## src/rtl/avg_pkg.sv

```systemverilog
// Shared types and sizes for the AVG frame controller.
// Latency: n/a (declarations only).
// Backpressure: n/a.
package avg_pkg;

  localparam int FB_WORDS = 307200;
  localparam int FB_AW    = 19;

  typedef enum logic [2:0] {
    IDLE,
    SWAP,
    CLEAR,
    KICK,
    GUARD,
    DRAW,
    DONE
  } state_t;

endpackage

```

## src/rtl/avg_clear_counter.sv

```systemverilog
// Back-buffer clear address generator with terminal-count flag.
// Latency: address advances one word per enabled cycle; clear takes effect next cycle.
// Backpressure: none; wraps to zero on its own after the last word.
module avg_clear_counter
  import avg_pkg::*;
#(
  parameter int WORDS = FB_WORDS,
  parameter int AW    = FB_AW
) (
  input  logic          clk,
  input  logic          rst_b,
  input  logic          enable,
  input  logic          clear,
  output logic [AW-1:0] addr,
  output logic          tc
);

  logic [AW-1:0] addr_q;
  logic [AW-1:0] addr_d;

  assign tc   = (addr_q == AW'(WORDS - 1));
  assign addr = addr_q;

  // Step through the buffer; return to zero after the last word so the
  // address idles at zero outside a clear pass.
  always_comb begin
    addr_d = addr_q;
    if (clear || (enable && tc)) begin
      addr_d = '0;
    end else if (enable) begin
      addr_d = addr_q + AW'(1);
    end
  end

  // Address register.
  always_ff @(posedge clk or negedge rst_b) begin
    if (!rst_b) begin
      addr_q <= '0;
    end else begin
      addr_q <= addr_d;
    end
  end

endmodule

```

## src/rtl/avg_frame_ctrl.sv

```systemverilog
// Per-frame sequencer: buffer swap, back-buffer clear, AVG kick, line issue, completion.
// Latency: vsync to vggo is CLR_WORDS+2 cycles; line issue is combinational from queue/drawer status.
// Backpressure: lines issue only when queue is non-empty and drawer idle, never on consecutive cycles; vsync outside IDLE is dropped and counted.
module avg_frame_ctrl
  import avg_pkg::*;
#(
  parameter int CLR_WORDS = FB_WORDS,
  parameter int AW        = FB_AW
) (
  input  logic          clk,
  input  logic          rst_b,
  input  logic          vsync,
  input  logic          avgHalted,
  output logic          vggo,
  input  logic          qEmpty,
  output logic          qRead,
  output logic          drawStart,
  input  logic          drawBusy,
  output logic          bufSel,
  output logic          clrWe,
  output logic [AW-1:0] clrAddr,
  output logic          frameDone,
  output logic [7:0]    overrunCnt
);

  state_t     state_q, state_d;
  logic       buf_sel_q, buf_sel_d;
  logic       issue_q, issue_d;
  logic [7:0] overrun_q, overrun_d;

  logic       issue;
  logic       clr_tc;
  logic       clr_en;

  assign clr_en = (state_q == CLEAR);

  avg_clear_counter #(
    .WORDS (CLR_WORDS),
    .AW    (AW)
  ) u_clear_counter (
    .clk    (clk),
    .rst_b  (rst_b),
    .enable (clr_en),
    .clear  (!clr_en),
    .addr   (clrAddr),
    .tc     (clr_tc)
  );

  // Next-state, strobes and bookkeeping. The drawer's busy flag lags
  // drawStart by a cycle, so the previous-cycle issue blocks a second issue
  // and also blocks the exit check.
  always_comb begin
    state_d   = state_q;
    buf_sel_d = buf_sel_q;
    overrun_d = overrun_q;
    issue     = 1'b0;
    vggo      = 1'b0;
    clrWe     = 1'b0;
    frameDone = 1'b0;

    if (vsync && (state_q != IDLE) && (overrun_q != 8'hFF)) begin
      overrun_d = overrun_q + 8'd1;
    end

    case (state_q)
      IDLE:  if (vsync) state_d = SWAP;
      SWAP: begin
        buf_sel_d = ~buf_sel_q;
        state_d   = CLEAR;
      end
      CLEAR: begin
        clrWe = 1'b1;
        if (clr_tc) state_d = KICK;
      end
      KICK: begin
        vggo    = 1'b1;
        state_d = GUARD;
      end
      // The halt status register lags the kick, so it is not trusted here.
      GUARD: state_d = DRAW;
      DRAW: begin
        issue = !qEmpty && !drawBusy && !issue_q;
        if (avgHalted && qEmpty && !drawBusy && !issue && !issue_q) begin
          state_d = DONE;
        end
      end
      DONE: begin
        frameDone = 1'b1;
        state_d   = IDLE;
      end
      default: state_d = IDLE;
    endcase

    issue_d = issue;
  end

  assign qRead      = issue;
  assign drawStart  = issue;
  assign bufSel     = buf_sel_q;
  assign overrunCnt = overrun_q;

  // State and bookkeeping registers.
  always_ff @(posedge clk or negedge rst_b) begin
    if (!rst_b) begin
      state_q   <= IDLE;
      buf_sel_q <= 1'b0;
      issue_q   <= 1'b0;
      overrun_q <= 8'd0;
    end else begin
      state_q   <= state_d;
      buf_sel_q <= buf_sel_d;
      issue_q   <= issue_d;
      overrun_q <= overrun_d;
    end
  end

endmodule

```

## config.mk

```make
export PLATFORM = sky130hd
export DESIGN_NAME = avg_frame_ctrl
export DESIGN_NICKNAME = d
export VERILOG_FILES = /design/src/rtl/avg_pkg.sv /design/src/rtl/avg_clear_counter.sv /design/src/rtl/avg_frame_ctrl.sv
export SDC_FILE = /design/constraint.sdc
export NUM_CORES = 1
export LEC_CHECK = 0
export BUFFER_PORTS_ARGS = -buffer_cell sky130_fd_sc_hd__buf_2
export CAP_MARGIN = 5
export CORE_MARGIN = 10
export CORE_UTILIZATION = 55
export CTS_CLUSTER_DIAMETER = 40
export DETAILED_ROUTE_END_ITERATION = 8
export PLACE_DENSITY = 0.84
export SETUP_SLACK_MARGIN = 0.4
export SLEW_MARGIN = 20
export SYNTH_ARGS = -nofsm -noshare
export SYNTH_HDL_FRONTEND = slang
export SYNTH_SLANG_ARGS = --single-unit
```

## constraint.sdc

```tcl
create_clock -name clk -period 4.8 [get_ports clk]
set_clock_uncertainty 0.05 [all_clocks]
set_input_delay 0.48 -clock clk [delete_from_list [all_inputs] [get_ports clk]]
set_output_delay 0.48 -clock clk [all_outputs]
set_load 0.02 [all_outputs]
```

==> flow_summary.toml, run 1 <==
[clock_tree]
postCtsSetupBuffers = 0
clock_sinks = 32
cts_tree = "built"
hold_buffers = 0
ctsResizeCount = 0
htree_levels = 2
root_buffer = "clkbuf_4"
clk_latency_ns = 0.35
clockBufferDepth = 2
clkTransAtPathRegs_ns = 0.10
cts_inserted_buffers = 5

[setup_path]
slowest_stage = "dfrtp_1"
cp_max_fo = 8
crit_arrival_ns = 1.66
cp-end-kind = "primary output"
crit_type = "reg -> out"
crit_path_max_incr_delay_ns = 0.47
path_delay_family = "simple AND/OR/NAND/NOR gates"
r2r_slack_ns = 2.85
r2r_cells = 5
cp-start-kind = "flip-flop"
r2r-start = "u_clear_counter.addr[0]$_DFFE_PN0P_"
critPathBufInv = 1
cp.depth = 3
r2r_end = "u_clear_counter.addr[7]$_DFFE_PN0P_"
worst-endpoint-required_ns = 4.27
worstPathCellList = "nand2b_1 > nor4b_1 > buf_2"

[synthesis]
synthFlopType = "dfrtp_1"
syn_area_um2 = 1600
yosys_register_bits = 32
yosysWarnings = 0
async_flop_share = 1.00
yosysTopAreaCell = "dfrtp_1"
synth_nets = 163
synth_edf_count = 0
syn_avg_cell_area_um2 = 10.3
yosys-top-cells-area = "dfrtp_1 50%, xnor2_1 7.6%, nor2_1 4.4%, xor2_1 3.3%, nand4_1 3.1%"
ys_seq_area_frac = 0.499
synth_cell_types = 39
netlist_instances = 155
netlist.area_leader.share = 0.499

[drt]
drc = 0
detail_route.wl_per_cell_um = 15.5
routed_wl_um = 3510
vias = 1264
viasPerCell = 5.57
drt-pass1-iter-count = 4
drtIter0Drc = 119
drtAntennaViolNets = 0

[sta]
finalHoldViolations = 0
worst_pin_slew_ns = 0.692
timing.slew.headroom = 0.539
fmax_mhz = 456
holdWs_ns = 0.116
min_period_ns = 2.19
finalWorstSetupSlack_ns = 2.61
finalCritPeriodShare = 0.457
slew_violations = 0
timing.setup.tns_ns = 0
setup_viol = 0
rsz0062_at_grt = "no"

[cells_and_area]
fin_area_um2 = 1860
diodes = 0
syn_to_final_growth_pct = 16.0
layout_common_cells = "38 x buf_2, 32 x dfrtp_1, 19 x nor2_1, 14 x xnor2_1, 9 x nand3_1"
drive_gt1_frac = 0.276
final_common_cell = "buf_2"
final_nets = 203

[worst_hold_path]
min_path_type = "in -> async"

[floorplan]
initial_core_util = 0.577
die_h_um = 74.0
ios = 39
rows = 19
dieArea_um2 = 5480
coreArea_um2 = 2780
die_w_um = 74.0

[place]
pre_cts_ws_ns = 2.89
place_congestion = 0.743
dp_hpwl_um = 2560
post_dp_cell_area_um2 = 1800
port_buffers = 38

[pwr]
powerDensity_nw_per_um2 = 432
max-vdd-ir-drop_mv = 0.438
p_total_mw = 0.804
p_leak_nw = 0.869

[global_routing]
antenna_found_initial = 0
grt.total_usage = 0.140
grt_overflow = 0
grt_max_degree = 33
grt_pass1_vias = 1278
grt_pass1_wl_um = 6020

[run]
drv_cap = 0

[run_status]
outcome = "complete, no violations"
==> through the flow <==
step / utilization / instances
after floorplan: - / 155
after global placement: 0.647 / 219
after detailed placement: 0.647 / 219
after CTS: 0.669 / 227
after global routing: 0.669 / 227
final: 0.669 / 227
==> registers in the layout (all words and copies together) (netlist names) <==
name                  count
overrunCnt                8
state_q                   3
u_clear_counter.addr     19
bufSel                    1
issue_q                   1
==> cell usage after synthesis (3+ instances only) <==
| cell type | number |
|---|---|
| a21oi_1 | 4 |
| and3_1 | 5 |
| dfrtp_1 | 32 |
| inv_1 | 4 |
| nand2_1 | 8 |
| nand3_1 | 9 |
| nand4_1 | 8 |
| nor2_1 | 19 |
| nor3_1 | 3 |
| o21ai_0 | 4 |
| o31ai_1 | 3 |
| or3_1 | 4 |
| xnor2_1 | 14 |
| xor2_1 | 6 |
==> how the worst max path moves through the flow <==
stage                                              from                                   to  slack, ns
finish                           state_q[1]$_DFFE_PN0P_                            drawStart       2.61
global route                     state_q[1]$_DFFE_PN0P_                            drawStart       2.46
CTS                              state_q[1]$_DFFE_PN0P_                                qRead       2.60
detailed placement  u_clear_counter.addr[0]$_DFFE_PN0P_  u_clear_counter.addr[7]$_DFFE_PN0P_       2.89
global placement                               drawBusy                            drawStart       2.95
floorplan                        state_q[1]$_DFFE_PN0P_                                qRead       2.43
==> power by group <==
group | switching [mW] | total, mW | internal [mW] | leakage (nW)
logic | 0.163 | 0.260 | 0.0972 | 0.402
registers | 0.0614 | 0.378 | 0.317 | 0.429
clock network | 0.0959 | 0.165 | 0.0696 | 0.0380
==> cells by family (layout without fill, tap and decap cells) <==
group                      after synthesis  in the layout  share of synthesized area
AOI/OAI and AO/OA                       19             19                     0.0850
xor gates and xnor gates                20             20                      0.109
adders and majority gates                2              2                     0.0156
buffers and inverters                    9             50                     0.0304
DFF                                     32             32                      0.499
muxes                                    1              1                    0.00702
and+or+nand+nor                         72             72                      0.254
==> cell type report <==
type	instances	area, um2
fill	226	921
timing repair buffer	38	190
tap	31	38.8
inverter	4	15.0
sequential	32	801
clock buffer	6	51.3
clock inverter	2	10.0
multi-input combinational	114	754
==> worst register-to-register path, delay by kind of cell, from the launching register on <==
family	cells	cell delay, ns
AO/OA/AOI/OAI	1	0.46
adder cells (fa/ha/maj)	1	0.26
AND/OR/NAND/NOR	3	0.60
flip-flops	1	0.45
==> routing by layer <==
metal / share of wire / track usage / wire length (um)
met5: 0 / 0 / 0
met4: 0.015 / 0.0642 / 53
met3: 0.083 / 0.0691 / 290
met2: 0.46 / 0.210 / 1620
met1: 0.44 / 0.165 / 1540
No activity file was read; power rests on OpenSTA's default activity.
==> run 2: changes to the inputs <==
--- a/config.mk
+++ b/config.mk
@@ -5,13 +5,14 @@
 export SDC_FILE = /design/constraint.sdc
 export NUM_CORES = 1
 export LEC_CHECK = 0
+export ABC_AREA = 1
 export BUFFER_PORTS_ARGS = -buffer_cell sky130_fd_sc_hd__buf_2
 export CAP_MARGIN = 5
 export CORE_MARGIN = 10
-export CORE_UTILIZATION = 55
+export CORE_UTILIZATION = 48
 export CTS_CLUSTER_DIAMETER = 40
 export DETAILED_ROUTE_END_ITERATION = 8
-export PLACE_DENSITY = 0.84
+export PLACE_DENSITY = 0.77
 export SETUP_SLACK_MARGIN = 0.4
 export SLEW_MARGIN = 20
 export SYNTH_ARGS = -nofsm -noshare
==> constraint.sdc (replaced) <==
create_clock -name clk -period 1.8 [get_ports clk]
set_clock_uncertainty 0.05 [all_clocks]
set_input_delay 0.18 -clock clk [delete_from_list [all_inputs] [get_ports clk]]
set_output_delay 0.18 -clock clk [all_outputs]
set_load 0.02 [all_outputs]
==> run 2 against run 1 <==
Against the previous run: highest routed layer unchanged; clock-buffer cell count unchanged; first-iteration DRC count shrank 62%; die area up 18%; critical path depth rose by 1; synthesized cell count rose by 43%; combinational power rose by 78%; clock power grew to 3.5 times the previous value; sequential cell count did not move; largest power group unchanged; sequential power increased by 130%; critical path type unchanged; global-route usage is 0.43 points lower.
==> flow_summary.toml, run 2 <==
[clock_tree]
cts_tree = "built"
htree_levels = 2
clk_latency_ns = 0.29
clock_sinks = 32
clkTransAtPathRegs_ns = 0.07
clockBufferDepth = 2
root_buffer = "clkbuf_8"
cts_inserted_buffers = 5

[sta]
rsz0062_at_grt = "yes"
slew_violations = 0
worst_pin_slew_ns = 0.707
finalHoldViolations = 0
min_period_ns = 1.53
finalWorstSetupSlack_ns = 0.274
fmax_mhz = 655
holdWs_ns = 0.0335
finalCritPeriodShare = 0.848
setup_viol = 0
timing.setup.tns_ns = 0
timing.slew.headroom = 0.529

[place]
pre_cts_ws_ns = 0.196
port_buffers = 38
dp_hpwl_um = 2960
post_dp_cell_area_um2 = 2040
place_congestion = 0.803

[cells_and_area]
largest_reg_flops = 19
syn_to_final_growth_pct = 42.0
multi_input_area_um2 = 1080
fin_area_um2 = 2500
drive_gt1_frac = 0.415
layout_common_cells = "57 x nand2_1, 36 x nor2_1, 33 x buf_2, 23 x buf_4, 21 x dfrtp_1"
final_nets = 296
nFillCells = 258
seq_area_um2 = 815
final_common_cell = "nand2_1"
diodes = 0

[synthesis]
synthMuxAreaShare = 0
synth_top_family_by_area = "simple AND/OR/NAND/NOR gates"
syn_avg_cell_area_um2 = 7.92
ys_seq_area_frac = 0.455
synth_common_cells = "60 x nand2_1, 43 x nor2_1, 32 x dfrtp_1"
netlist_instances = 222
yosys_register_bits = 32
synthAdderAreaFrac = 0.0142
synthXorXnorAreaFrac = 0.0697
yosys-top-cells-area = "dfrtp_1 46%, nand2_1 13%, nor2_1 9.2%, xor2_1 4.5%, inv_1 3.6%"
synthFlopType = "dfrtp_1"
synth_edf_count = 0
synth.most_common_cell = "nand2_1"
syn_area_um2 = 1760
synth_nets = 230
netlist.area_leader.share = 0.455
yosysWarnings = 0
synthSimpleGateAreaFrac = 0.366
async_flop_share = 1.00
synth_compound_gate_area_share = 0.0341
synth_cell_types = 28
yosysTopAreaCell = "dfrtp_1"

[drt]
detail_route.wl_per_cell_um = 13.9
drtIter0Drc = 45
drtAntennaViolNets = 0
drc = 0
viasPerCell = 4.98
routed_wl_um = 4660
vias = 1668
drt-pass1-iter-count = 4

[setup_path]
cp-start-kind = "flip-flop"
crit_type = "reg -> out"
cp_max_fo = 3
crit_arrival_ns = 1.30
worst-endpoint-required_ns = 1.57
cp-end-kind = "primary output"

[global_routing]
grt_pass1_vias = 1594
grt.total_usage = 0.136
grt_pass1_wl_um = 7010
grt_overflow = 0
grt_max_degree = 33
antenna_found_initial = 0

[pwr]
p_total_mw = 1.91
max-vdd-ir-drop_mv = 0.913
p_leak_nw = 1.23
powerDensity_nw_per_um2 = 765

[floorplan]
die_w_um = 80.5
rows = 21
dieArea_um2 = 6490
coreArea_um2 = 3440
ios = 39
die_h_um = 80.5
initial_core_util = 0.511

[run]
drv_cap = 0

[worst_hold_path]
min_path_type = "in -> reg"

[run_status]
outcome = "complete, no violations"
## run 2: cell types whose count changed after synthesis, sizes merged, moves of 4 or more
cell,before,now
nand2,8,64
nor2,19,47
inv,4,20
nand4,9,0
xnor2,14,5
nor3,3,10
and3,5,1
nand3b,0,4
or3,4,0
## run 2: what timing repair did
item | in CTS | in global routing
hold buffers | 1 | 0
gates cloned | 1 | 2
buffers inserted | 8 | 11
resized for setup | 8 | 40
setup endpoints to repair | 30 | 33
pin swaps | 2 | 18
endpoints found under the hold margin | 32 | 0
## run 2: worst max-delay path: stages, from the launching register on
cell and delay, ns:
dfrtp_1 0.38, inv_2 0.08, nand2_4 0.06, nor4_4 0.29, buf_4 0.19
## run 2: area by class of cell
| type | instances | area share |
|---|---|---|
| tap | 46 | 0.0230 |
| timing repair buffer | 59 | 0.148 |
| inverter | 20 | 0.0311 |
| multi-input combinational | 170 | 0.434 |
| sequential | 32 | 0.326 |
| clock buffer | 6 | 0.0331 |
| clock inverter | 2 | 0.00401 |
## run 2: final timing paths
check	startpoint	endpoint	slack (ns)	depth (start not counted)
worst max-delay path	state_q[1]$_DFFE_PN0P_	drawStart	0.27	4
worst min-delay path	qEmpty	issue_q$_DFF_PN0_	0.03	2
worst max register to register	u_clear_counter.addr[0]$_DFFE_PN0P_	state_q[0]$_DFFE_PN0P_	0.40	7
worst min register to register	bufSel$_DFFE_PN0P_	bufSel$_DFFE_PN0P_	0.45	1
max in group asynchronous	rst_b	u_clear_counter.addr[1]$_DFFE_PN0P_	0.78	2
min in group asynchronous	rst_b	u_clear_counter.addr[5]$_DFFE_PN0P_	0.42	2
## run 2: through the flow
| stage | std cells | utilization |
|---|---|---|
| after floorplan | 222 | - |
| after global placement | 304 | 0.593 |
| after detailed placement | 304 | 0.593 |
| after CTS | 322 | 0.648 |
| after global routing | 335 | 0.726 |
| final | 335 | 0.726 |
## run 2: per-layer routing
layer / wire (um) / track usage / vias up
met2: 2530 / 0.227 / 33
li1: - / - / 835
met1: 1810 / 0.148 / 792
met3: 225 / 0.0367 / 8
met5: 0 / 0 / -
met4: 95 / 0.0863 / 0
## run 2: power by group
part / internal (mW) / leakage, nW / switching (mW)
sequential: 0.792 / 0.406 / 0.0857
clock: 0.304 / 0.0510 / 0.266
combinational: 0.189 / 0.771 / 0.273
## run 2: cells by family after synthesis
logic type,after synthesis
adder cells (fa/ha/maj),2
AO/OA/AOI/OAI,11
AND/OR/NAND/NOR,140
buffers and inverters,23
flip-flops,32
XOR/XNOR,14
